<file path="src/rtl/uurisc_pkg.sv">
// Shared definitions for the uurisc host-side loader: widths, command
// opcodes, ack flag and the loader FSM state type.
package uurisc_pkg;

   localparam int INSTR_W  = 32;
   localparam int INSTR_AW = 16;
   localparam int DATA_W   = 32;
   localparam int DATA_AW  = 16;

   localparam logic [7:0] CMD_LOAD_I = 8'h01;
   localparam logic [7:0] CMD_LOAD_D = 8'h02;
   localparam logic [7:0] CMD_RUN    = 8'h03;
   localparam logic [7:0] CMD_HALT   = 8'h04;
   localparam logic [7:0] CMD_READ_D = 8'h05;
   localparam logic [7:0] ACK_FLAG   = 8'h80;

   typedef enum logic [3:0] {
      ST_CMD,
      ST_ADDR_LO,
      ST_ADDR_HI,
      ST_CNT_LO,
      ST_CNT_HI,
      ST_PAYLOAD,
      ST_WRITE,
      ST_ACK,
      ST_RD_WAIT,
      ST_RD_LATCH,
      ST_TX,
      ST_HALT_WAIT
   } loader_state_t;

endpackage

</file>
<file path="src/rtl/word_assembler.sv">
// Little-endian word assembler: shifts bytes in from the top so the first
// byte received ends up in bits [7:0] after four bytes.
// Ports:
//   clk, rst    : clock, synchronous active-high reset
//   clear       : restart assembly (byte counter back to 0)
//   byte_valid  : byte_in is taken this cycle
//   byte_in     : incoming byte
//   word        : assembled word (complete the cycle after word_done)
//   word_done   : high in the cycle the 4th byte of a word is taken
module word_assembler
   import uurisc_pkg::*;
(
   input  logic              clk,
   input  logic              rst,
   input  logic              clear,
   input  logic              byte_valid,
   input  logic [7:0]        byte_in,
   output logic [DATA_W-1:0] word,
   output logic              word_done
);

   logic [1:0] byte_cnt;

   always_ff @(posedge clk) begin
      if (rst || clear) begin
         word     <= '0;
         byte_cnt <= 2'd0;
      end else if (byte_valid) begin
         word     <= {byte_in, word[DATA_W-1:8]};
         byte_cnt <= byte_cnt + 2'd1;
      end
   end

   assign word_done = byte_valid && (byte_cnt == 2'd3);

endmodule

</file>
<file path="src/rtl/program_loader.sv">
// Host-side loader: decodes framed commands from the debug byte link, writes
// instruction/data memory, reads data words back and controls run.
// Ports:
//   clk, rst               : clock, synchronous active-high reset
//   rx_data/valid/ready    : inbound command byte stream
//   tx_data/valid/ready    : outbound ack / read-data byte stream
//   imem_wr/addr/data      : instruction memory write port
//   data_wr/addr/din/dout  : execution unit data port (dout one cycle after addr)
//   run, busy              : run level to / activity from the execution unit
//   err                    : sticky illegal/rejected command flag
//
// state        | meaning
// -------------+-----------------------------------------------------------
// ST_CMD       | waiting for a command byte
// ST_ADDR_LO   | receiving address low byte
// ST_ADDR_HI   | receiving address high byte
// ST_CNT_LO    | receiving word count low byte
// ST_CNT_HI    | receiving word count high byte
// ST_PAYLOAD   | receiving payload bytes of the current word
// ST_WRITE     | one-cycle memory write strobe, then advance address
// ST_ACK       | presenting command|0x80 until tx handshake
// ST_RD_WAIT   | data_addr driven, memory read in flight
// ST_RD_LATCH  | capture data_dout
// ST_TX        | sending the read word, LSB first
// ST_HALT_WAIT | run dropped, waiting for busy to clear
module program_loader
   import uurisc_pkg::*;
#(
   parameter int INSTR_WIDTH      = INSTR_W,
   parameter int INSTR_ADDR_WIDTH = INSTR_AW,
   parameter int DATA_WIDTH       = DATA_W,
   parameter int DATA_ADDR_WIDTH  = DATA_AW
) (
   input  logic                        clk,
   input  logic                        rst,
   input  logic [7:0]                  rx_data,
   input  logic                        rx_valid,
   output logic                        rx_ready,
   output logic [7:0]                  tx_data,
   output logic                        tx_valid,
   input  logic                        tx_ready,
   output logic                        imem_wr,
   output logic [INSTR_ADDR_WIDTH-1:0] imem_addr,
   output logic [INSTR_WIDTH-1:0]      imem_data,
   output logic                        data_wr,
   output logic [DATA_ADDR_WIDTH-1:0]  data_addr,
   output logic [DATA_WIDTH-1:0]       data_din,
   input  logic [DATA_WIDTH-1:0]       data_dout,
   output logic                        run,
   input  logic                        busy,
   output logic                        err
);

   loader_state_t state, state_nxt;

   logic [7:0]                 cmd_q;
   logic [DATA_ADDR_WIDTH-1:0] addr_q;
   logic [15:0]                cnt_q;
   logic [DATA_WIDTH-1:0]      rd_word_q;
   logic [1:0]                 tx_left_q;
   logic                       run_q;
   logic                       err_q;

   logic                       rx_fire;
   logic                       cmd_bad;
   logic                       asm_clear;
   logic                       asm_valid;
   logic [DATA_WIDTH-1:0]      asm_word;
   logic                       asm_done;

   // Gated by rst so nothing is accepted while reset is held.
   assign rx_ready = !rst && (state inside {ST_CMD, ST_ADDR_LO, ST_ADDR_HI,
                                            ST_CNT_LO, ST_CNT_HI, ST_PAYLOAD});
   assign rx_fire   = rx_valid && rx_ready;
   assign asm_clear = (state == ST_CMD);
   assign asm_valid = rx_fire && (state == ST_PAYLOAD);

   word_assembler u_asm (
      .clk        (clk),
      .rst        (rst),
      .clear      (asm_clear),
      .byte_valid (asm_valid),
      .byte_in    (rx_data),
      .word       (asm_word),
      .word_done  (asm_done)
   );

   always_ff @(posedge clk) begin
      if (rst) begin
         state <= ST_CMD;
      end else begin
         state <= state_nxt;
      end
   end

   always_comb begin
      state_nxt = state;
      tx_valid  = 1'b0;
      tx_data   = 8'h00;
      imem_wr   = 1'b0;
      data_wr   = 1'b0;
      cmd_bad   = 1'b0;
      case (state)
         ST_CMD: begin
            if (rx_fire) begin
               // While running only HALT is accepted.
               if (run_q && (rx_data != CMD_HALT)) begin
                  cmd_bad = 1'b1;
               end else begin
                  case (rx_data)
                     CMD_LOAD_I, CMD_LOAD_D, CMD_READ_D: state_nxt = ST_ADDR_LO;
                     CMD_RUN:                            state_nxt = ST_ACK;
                     CMD_HALT:                           state_nxt = ST_HALT_WAIT;
                     default:                            cmd_bad   = 1'b1;
                  endcase
               end
            end
         end
         ST_ADDR_LO: begin
            if (rx_fire) state_nxt = ST_ADDR_HI;
         end
         ST_ADDR_HI: begin
            if (rx_fire) state_nxt = (cmd_q == CMD_READ_D) ? ST_RD_WAIT : ST_CNT_LO;
         end
         ST_CNT_LO: begin
            if (rx_fire) state_nxt = ST_CNT_HI;
         end
         ST_CNT_HI: begin
            if (rx_fire) state_nxt = ({rx_data, cnt_q[7:0]} == 16'd0) ? ST_ACK : ST_PAYLOAD;
         end
         ST_PAYLOAD: begin
            if (asm_done) state_nxt = ST_WRITE;
         end
         ST_WRITE: begin
            imem_wr   = (cmd_q == CMD_LOAD_I);
            data_wr   = (cmd_q == CMD_LOAD_D);
            state_nxt = (cnt_q == 16'd1) ? ST_ACK : ST_PAYLOAD;
         end
         ST_ACK: begin
            tx_valid = 1'b1;
            tx_data  = cmd_q | ACK_FLAG;
            if (tx_ready) state_nxt = ST_CMD;
         end
         ST_RD_WAIT: begin
            state_nxt = ST_RD_LATCH;
         end
         ST_RD_LATCH: begin
            state_nxt = ST_TX;
         end
         ST_TX: begin
            tx_valid = 1'b1;
            tx_data  = rd_word_q[7:0];
            if (tx_ready && (tx_left_q == 2'd0)) state_nxt = ST_CMD;
         end
         ST_HALT_WAIT: begin
            if (!busy) state_nxt = ST_ACK;
         end
         default: begin
            state_nxt = ST_CMD;
         end
      endcase
   end

   always_ff @(posedge clk) begin
      if (rst) begin
         cmd_q     <= 8'h00;
         addr_q    <= '0;
         cnt_q     <= 16'd0;
         rd_word_q <= '0;
         tx_left_q <= 2'd0;
         run_q     <= 1'b0;
         err_q     <= 1'b0;
      end else begin
         case (state)
            ST_CMD: begin
               if (rx_fire) begin
                  if (cmd_bad) begin
                     err_q <= 1'b1;
                  end else begin
                     cmd_q <= rx_data;
                     if (rx_data == CMD_RUN)  run_q <= 1'b1;
                     if (rx_data == CMD_HALT) run_q <= 1'b0;
                  end
               end
            end
            ST_ADDR_LO: if (rx_fire) addr_q[7:0]                 <= rx_data;
            ST_ADDR_HI: if (rx_fire) addr_q[DATA_ADDR_WIDTH-1:8] <= rx_data;
            ST_CNT_LO:  if (rx_fire) cnt_q[7:0]                  <= rx_data;
            ST_CNT_HI:  if (rx_fire) cnt_q[15:8]                 <= rx_data;
            ST_WRITE: begin
               addr_q <= addr_q + 1'b1;
               cnt_q  <= cnt_q - 16'd1;
            end
            ST_RD_LATCH: begin
               rd_word_q <= data_dout;
               tx_left_q <= 2'd3;
            end
            ST_TX: begin
               if (tx_ready) begin
                  rd_word_q <= rd_word_q >> 8;
                  tx_left_q <= tx_left_q - 2'd1;
               end
            end
            default: ;
         endcase
      end
   end

   assign imem_addr = addr_q;
   assign imem_data = asm_word;
   assign data_addr = addr_q;
   assign data_din  = asm_word;
   assign run       = run_q;
   assign err       = err_q;

endmodule
</file>
<file path="config.mk">
export PLATFORM = sky130hd
export DESIGN_NAME = program_loader
export DESIGN_NICKNAME = d
export VERILOG_FILES = /design/src/rtl/uurisc_pkg.sv /design/src/rtl/word_assembler.sv /design/src/rtl/program_loader.sv
export SDC_FILE = /design/constraint.sdc
export NUM_CORES = 1
export LEC_CHECK = 0
export CAP_MARGIN = 0
export CORE_ASPECT_RATIO = 1.25
export CORE_UTILIZATION = 46
export CTS_BUF_LIST = sky130_fd_sc_hd__clkbuf_8
export DETAILED_ROUTE_END_ITERATION = 7
export PLACE_DENSITY_LB_ADDON = 0.15
export SETUP_SLACK_MARGIN = 0.4
export SYNTH_ARGS = -nofsm -noshare
export SYNTH_HDL_FRONTEND = slang
export SYNTH_HIERARCHICAL = 1
export SYNTH_SLANG_ARGS = --single-unit
</file>
<file path="constraint.sdc">
create_clock -name clk -period 2.3 [get_ports clk]
set_input_delay 0.345 -clock clk [delete_from_list [all_inputs] [get_ports clk]]
set_output_delay 0.345 -clock clk [all_outputs]
set_load 0.1 [all_outputs]
</file>
==> impl_metrics.ini, run 1 <==
[cells_and_area]
postLayoutCoreUtil_pct = 69.9
fin_nets = 883
drive_gt1_share_pct = 38.2
final_cells = 1008
syn_to_final_growth_pct = 47.0
diodes = 0

[logic_synthesis]
synth.area.mux_share_pct = 10.8
synthAdderAreaFrac_pct = 1.29
ys_types = 65
synth_top_area_share_pct = 39.1
avgSynthCellArea_sq_um = 8.86
async_reset_ff_share_pct = 0
synth_common_cells = dfxtp_1, nor2_1, mux2i_1
synthFlopType = dfxtp_1
synth_top_family_by_area = simple AND/OR/NAND/NOR gates
synthSimpleGateAreaFrac_pct = 20.6
yosys_warnings = 6
syn_nets = 710
synth_area_leaders = dfxtp_1, mux2i_1, buf_4
synth_edf_count = 0
synth_compound_area_share_pct = 16.9
synth_top_cell_by_area = dfxtp_1
synthCells = 659
synth_xor_area_share_pct = 0.300
synthesis.area_sq_mm = 0.00584
yosysSeqAreaShare_pct = 39.1
synth_seq_cells = 114
yosysMostFrequentCell = dfxtp_1

[timing]
setup_viol = 0
tightest_slew_ns = 0.549
relSlewSlack_pct = 63.4
clock_skew_ns = 0.0122
fmax_mhz = 475
period_share_pct = 91.5
fin_tns_setup_ns = 0
finalCriticalPeriod_ns = 2.10
slew_violations = 0
hold_violations = 0
setup_ws_ns = 0.195
rsz0062_at_grt = true

[critical_path]
startpoint_type = flip-flop
rr_worst_depth = 8
r2r_start = state[0]
worstSetupPathType = flip-flop to output port
cp.arrival_ns = 1.76
r2r_end = state[1]
cp-end-kind = output port
reg2reg_setup_slack_ns = 0.25
path_max_fanout = 5
cp.required_ns = 1.96

[place]
io_buffers = 154
place_ws_ns = -0.0777
dp.cells = 932
dpl.hpwl_mm = 11.1
gp_congestion = 0.897

[drt]
wl_met3_microns = 948
routedWlPerCell_microns = 17.3
wl_met2_mm = 9.31
wl_mm = 17.5
firstDrtPassIters = 5
drtAntennaViolNets = 0
drc = 0
drtIter0Drc = 360
highest_layer = met4
vias = 5763
avgViaCountPerCell = 5.72
met1_length_mm = 6.61

[clock_network]
cts_sinks = 114
cts_buffer_depth = 2
cts_tree = yes
clk_latency_ns = 0.43
cts_buffers = 17
root_buffer = clkbuf_8
htree_levels = 4
clk_pin_slew_ns = 0.07

[grt]
grt_pass1_vias = 5358
grt_overflow = 0
grt_pass1_wl_mm = 26.1
antenna_found_initial = 0
grt_max_degree = 47
grt_util_all_layers_pct = 25.4

[floorplan]
dieArea_sq_mm = 0.0132
die_x_microns = 103
io_pins = 155
start_util_pct = 47.6
core-area_sq_mm = 0.0123
die_h_microns = 128
rows = 45

[power_and_ir_drop]
power_mw = 4.25
cellLeakagePower_nw = 3.31
power.density_mw_per_mm2 = 495
irDropWorstVdd_mv = 0.424

[job]
drv_cap = 0

[status]
status = completed

[hold_path]
holdCritStartpoint = rst
hold_depth = 3
min_to = cmd_q[2]
hold_class = input pin to flip-flop
[placed cells by master, fill, tap and decap left out, types with 9 or more instances in the layout]
master | Yosys | layout
o21ai_0 | 14 | 11
a211oi_1 | 37 | 28
dfxtp_1 | 114 | 94
buf_12 | 0 | 15
nor2_1 | 95 | 91
a22oi_1 | 9 | 9
mux2i_1 | 61 | 60
clkbuf_8 | 0 | 22
inv_1 | 9 | 9
a31oi_1 | 14 | 14
clkdlybuf4s50_1 | 0 | 43
and3_1 | 13 | 11
a21oi_1 | 23 | 22
nand3_1 | 15 | 14
nor3_1 | 14 | 11
nand2_1 | 29 | 26
buf_4 | 48 | 166
dfxtp_4 | 0 | 12
buf_6 | 5 | 18
o211ai_1 | 9 | 9
[report_power, final]
| group | switching, mW | leakage, nW | internal (mW) |
|---|---|---|---|
| Combinational | 0.130 | 2.17 | 0.127 |
| Sequential | 0.00202 | 0.932 | 1.96 |
| Clock | 0.825 | 0.213 | 1.20 |
[registers in the layout, summed over array words and instances, names as in the netlist]
signal and count:
state 4, rd_word_q 32, data_addr 16, cnt_q 16, u_asm/byte_cnt 2, u_asm/word 32, err 1, cmd_q 8
tx_left_q 2, run 1
[critical path, cell delays in order (launching register included)]
cell	delay [ns]
dfxtp_4	0.38
buf_4	0.12
and4b_2	0.26
buf_6	0.14
or2_4	0.25
buf_12	0.16
[logic make-up (layout without fill, tap and decap cells)]
kind of cell / Yosys count / after routing
DFF: 114 / 114
and+or+nand+nor: 233 / 233
muxes: 63 / 63
buffers and inverters: 100 / 285
adders and majority gates: 6 / 6
xor gates and xnor gates: 2 / 2
AOI/OAI and AO/OA: 141 / 141
[routing by layer]
metal | up-vias | GRT usage [%]
met2 | 237 | 45.0
met1 | 2757 | 28.4
met3 | 52 | 5.78
li1 | 2717 | -
met5 | - | 0
met4 | 0 | 11.8
[through the flow]
stage	area, sq um	hold WS, ns
2_1_floorplan	6060	0.448
3_3_place_gp	7400	0.461
3_5_place_dp	7400	0.472
4_1_cts	8210	0.436
5_1_grt	8580	0.474
6_report	8580	0.469
[worst max path at each step]
| stage | startpoint | slack (ns) | end | depth (start not counted) |
|---|---|---|---|---|
| global route | state[3] | 0.15 | tx_data[5] | 4 |
| finish | state[3] | 0.20 | tx_valid | 5 |
| detailed placement | rx_valid | -0.08 | data_addr[10] | 6 |
| floorplan | state[3] | 0.001 | data_wr | 6 |
| CTS | state[3] | 0.21 | tx_data[5] | 4 |
| global placement | rx_valid | 0.03 | data_addr[11] | 7 |
[layout make-up]
cell class                      instances  area [sq um]
Fill cell                             974          3690
Clock inverter                          9           128
Timing Repair Buffer                  245          2230
Tap cell                              164           205
Sequential cell                       114          2340
Clock buffer                           22           303
Inverter                                9          33.8
Multi-Input combinational cell        445          3340
[what timing repair did]
action	in CTS	in global routing
gates resized for setup	44	52
gates cloned	3	0
setup endpoints to repair	93	84
setup buffers	22	20
pin swaps	13	31
endpoints found under the hold margin	0	0
hold buffers	0	0
Power figures use the tool's default switching activity.
==> inputs of run 2 (changes only) <==
--- a/config.mk
+++ b/config.mk
@@ -11,6 +11,7 @@
 export CTS_BUF_LIST = sky130_fd_sc_hd__clkbuf_8
 export DETAILED_ROUTE_END_ITERATION = 7
 export PLACE_DENSITY_LB_ADDON = 0.15
+export RECOVER_POWER = 50
 export SETUP_SLACK_MARGIN = 0.4
 export SYNTH_ARGS = -nofsm -noshare
 export SYNTH_HDL_FRONTEND = slang
==> impl_metrics.ini, run 2 (synthesized netlist as in run 1, its figures left out) <==
[timing]
rsz0062_at_grt = true
finalCriticalPeriod_ns = 2.12
tightest_slew_ns = 0.617
setup_viol = 0
fmax_mhz = 471
relSlewSlack_pct = 58.9
slew_violations = 0
clock_skew_ns = 0.0108
hold_violations = 0
period_share_pct = 92.3

[power_and_ir_drop]
cellLeakagePower_nw = 3.20
irDropWorstVdd_mv = 0.424
power_mw = 4.25
power.density_mw_per_mm2 = 512

[floorplan]
rows = 45
dieArea_sq_mm = 0.0132
io_pins = 155
die_h_microns = 128
die_x_microns = 103
start_util_pct = 47.6
core-area_sq_mm = 0.0123

[drt]
firstDrtPassIters = 6
avgViaCountPerCell = 5.73
wl_mm = 17.4
vias = 5778
drtIter0Drc = 336
routedWlPerCell_microns = 17.3
drc = 0
drtAntennaViolNets = 0

[grt]
met2_usage_pct = 45.0
grt_use_met3_pct = 5.78
use_met1_pct = 28.4
grt_pass1_wl_mm = 26.1
grt_util_all_layers_pct = 25.4
grt_overflow = 0
busiest_layer = met2
grt_max_degree = 47
grt_pass1_vias = 5358
antenna_found_initial = 0

[cells_and_area]
largestRegisters = rd_word_q x32, u_asm/word x32
final_cell_mix = clkbuf_2, dfxtp_1, nor2_1
fin_nets = 883
diodes = 0
final_common_cell = clkbuf_2
postLayoutCoreUtil_pct = 67.6
syn_to_final_growth_pct = 42.1
drive_gt1_share_pct = 37.2

[critical_path]
cp.required_ns = 2.61
path_cells = buf_12, clkbuf_1, nand2b_4, nor3_1, clkbuf_4, mux2i_1, nor2_1
max_stage_delay_ns = 0.59
worstSetupPathType = flip-flop to flip-flop
cp.arrival_ns = 2.43
cp-end-kind = flip-flop
path_max_fanout = 34
cp_slowest_cell = clkbuf_4
startpoint_type = flip-flop

[clock_network]
cts_buffers = 17
htree_levels = 4
cts_sinks = 114
cts_hold_buf = 0
cts_buffer_depth = 2
clk_latency_ns = 0.43
cts_tree = yes
root_buffer = clkbuf_8
clk_pin_slew_ns = 0.07

[place]
io_buffers = 154
dpl.hpwl_mm = 11.1
gp_congestion = 0.897

[job]
drv_cap = 0

[status]
status = completed

[hold_path]
hold_class = input pin to flip-flop
==> run 2: changes by cell type in the layout (fill, tap and decap cells not counted), sizes merged <==
cell	previous run	this run
buf	201	97
clkbuf	22	126
==> run 2: layout make-up <==
type | count | area, sq um
flip-flops and latches | 114 | 2340
clock buffers | 22 | 303
clock inverters | 9 | 128
repair buffers | 245 | 1960
well taps | 164 | 205
multi-input cells | 445 | 3330
fillers | 1053 | 3980
inverters | 9 | 33.8
==> run 2: final timing paths <==
path	from	to	slack [ns]	depth (start not counted)
worst max-delay path	state[3]	u_asm/word[4]	0.18	7
worst min-delay path	rst	cmd_q[2]	0.47	3
worst max register to register	state[3]	u_asm/word[4]	0.18	7
worst min register to register	err	err	0.48	2
==> run 2: routing by layer <==
metal,vias up,share of wire (%),routed length (microns)
met2,218,53,9290
met5,-,0,0
met1,2789,38,6610
li1,2718,-,-
met4,0,3.3,574
met3,53,5.3,921
==> run 2: critical path: cells and delay by family, from the launching register on <==
kind	cells	cell delay, ns
AND/OR/NAND/NOR	3	0.49
buffers and inverters	3	0.83
flip-flops	1	0.37
multiplexers	1	0.28
==> run 2: report_power, final <==
group | switching, mW | total, mW | leakage (nW) | internal (mW)
Clock | 0.823 | 2.03 | 0.213 | 1.20
Combinational | 0.130 | 0.255 | 2.05 | 0.125
Sequential | 0.00195 | 1.96 | 0.932 | 1.96
Total | 0.955 | 4.25 | 3.20 | 3.29
==> run 2: timing repair <==
| item | 4_1_cts | 5_1_grt |
|---|---|---|
| pin swaps | 13 | 31 |
| hold endpoints to repair | 0 | 0 |
| setup buffers | 22 | 20 |
| gates resized for setup | 44 | 52 |
| cloned | 3 | 0 |
| endpoints found under the setup margin | 93 | 84 |
==> run 2: stage by stage <==
step / setup TNS [ns] / setup slack [ns] / cell area, sq um / hold slack (ns) / std cells
after CTS: 0 / 0.211 / 8210 / 0.436 / 988
after floorplan: 0 / 0.00116 / 6060 / 0.448 / 659
after detailed placement: -0.139 / -0.0777 / 7400 / 0.472 / 932
final: 0 / 0.178 / 8300 / 0.471 / 1008
after global placement: 0 / 0.0274 / 7400 / 0.461 / 932
after global routing: 0 / 0.106 / 8300 / 0.474 / 1008
==> inputs of run 3 (changes only) <==
--- a/config.mk
+++ b/config.mk
@@ -7,7 +7,7 @@
 export LEC_CHECK = 0
 export CAP_MARGIN = 0
 export CORE_ASPECT_RATIO = 1.25
-export CORE_UTILIZATION = 46
+export CORE_UTILIZATION = 51
 export CTS_BUF_LIST = sky130_fd_sc_hd__clkbuf_8
 export DETAILED_ROUTE_END_ITERATION = 7
 export PLACE_DENSITY_LB_ADDON = 0.15
==> constraint.sdc (replaced) <==
create_clock -name clk -period 2.6 [get_ports clk]
set_input_delay 0.39 -clock clk [delete_from_list [all_inputs] [get_ports clk]]
set_output_delay 0.39 -clock clk [all_outputs]
set_load 0.1 [all_outputs]
==> impl_metrics.ini, run 3 (synthesized netlist as in run 1, its figures left out) <==
[place]
io_buffers = 154
dpl_cell_area_sq_mm = 0.00718
gp_congestion = 0.876
dpl.hpwl_mm = 10.8
place_ws_ns = 0.142
dp.cells = 889

[critical_path]
cp_slowest_cell = nor4bb_4
worst_path_most_repeated_cell = buf_6
critPathTopFamily = buffers and inverters
rr_worst_depth = 9
path_cells = buf_6, nor4bb_4, buf_6, a22o_4, buf_12
cp.arrival_ns = 1.83
max_stage_delay_ns = 0.38
path_buf_inv = 3
cp-end-kind = output port
path_depth = 5
worstSetupPathType = flip-flop to output port
startpoint_type = flip-flop
cp.required_ns = 2.21
path_max_fanout = 6

[timing]
fin_tns_setup_ns = 0
slew_violations = 0
period_share_pct = 85.5
hold_violations = 0
setup_ws_ns = 0.378
rsz0062_at_grt = true
finalCriticalPeriod_ns = 2.22
relSlewSlack_pct = 20.1
fmax_mhz = 450
whs_ns = 0.379
clock_skew_ns = 0.0140
setup_viol = 0
tightest_slew_ns = 1.20

[grt]
antenna_found_initial = 2
grt_max_degree = 49
grt_util_all_layers_pct = 26.5
grt_pass1_vias = 5135
grt_overflow = 0
grt_pass1_wl_mm = 24.8

[floorplan]
die_h_microns = 122
die_x_microns = 97.7
rows = 43
core-area_sq_mm = 0.0111
dieArea_sq_mm = 0.0119
io_pins = 155
start_util_pct = 52.4

[drt]
avgViaCountPerCell = 5.80
routedWlPerCell_microns = 16.7
drtIter0Drc = 326
vias = 5413
drtAntennaViolNets = 0
firstDrtPassIters = 6
wl_mm = 15.6
drc = 16

[power_and_ir_drop]
power.density_mw_per_mm2 = 487
irDropWorstVdd_mv = 0.443
power_mw = 3.60
cellLeakagePower_nw = 2.48

[hold_path]
hold_depth = 3
hold_class = input pin to flip-flop

[clock_network]
root_buffer = clkbuf_8
clk_latency_ns = 0.44
cts_sinks = 114
cts_tree = yes
cts_hold_buf = 0
cts_buffers = 17
htree_levels = 4
cts_buffer_depth = 2
clk_pin_slew_ns = 0.07

[cells_and_area]
drive_gt1_share_pct = 16.7
syn_to_final_growth_pct = 26.6
final_common_cell = clkbuf_1
final_cell_area_sq_mm = 0.00739
largestRegisters = rd_word_q x32, u_asm/word x32
final_cells = 933
postLayoutCoreUtil_pct = 66.4
fill_cells = 983
final_cell_mix = clkbuf_1, dfxtp_1, nor2_1
fin_nets = 835

[status]
violations = design-rule violations
status = finished, violations left

[job]
drv_cap = 0
[run 3: changes by cell type in the layout (fill, tap and decap cells not counted), moves of 7 or more]
cell	delta
a211oi_2	-7
buf_4	-30
a211oi_1	+8
clkbuf_1	+95
dfxtp_4	-8
buf_6	-11
clkbuf_2	-98
[run 3: timing repair]
item / CTS / global route
resized for setup: 20 / 8
pin swaps: 12 / 7
gates cloned: 2 / 0
setup endpoints to repair: 14 / 22
setup buffers: 9 / 0
[run 3: cell type report]
| class | instances | area (sq um) | share of cell area [%] |
|---|---|---|---|
| clock buffer | 19 | 262 | 3.54 |
| timing repair buffer | 196 | 1380 | 18.7 |
| inverter | 9 | 33.8 | 0.457 |
| multi-input combinational | 446 | 3090 | 41.9 |
| sequential | 114 | 2310 | 31.3 |
| clock inverter | 13 | 138 | 1.86 |
| tap | 135 | 169 | 2.29 |
| antenna | 1 | 2.50 | 0.0339 |
[run 3: power breakdown]
group | switching, mW | internal [mW]
registers | 0.00196 | 1.74
logic | 0.102 | 0.0936
clock network | 0.762 | 0.897
total | 0.866 | 2.73
[run 3: worst paths after layout]
kind / startpoint / endpoint / slack (ns)
setup / recovery: state[0] / tx_data[6] / 0.38
hold / removal: rst / data_addr[13] / 0.38
setup reg to reg: state[0] / data_addr[15] / 0.46
hold reg to reg: err / err / 0.48
[run 3: worst min-delay path, delay by kind of cell]
family                 cells  cell delay [ns]
AOI/OAI and AO/OA          1             0.05
buffers and inverters      2             0.33
[run 3: routing by layer]
metal	global-route usage (%)	up-vias	part of all wire [%]
li1	-	2622	-
met1	29.9	2545	40
met2	46.1	199	50
met3	7.11	45	6.3
met4	13.6	2	3.3
met5	0	-	0.083
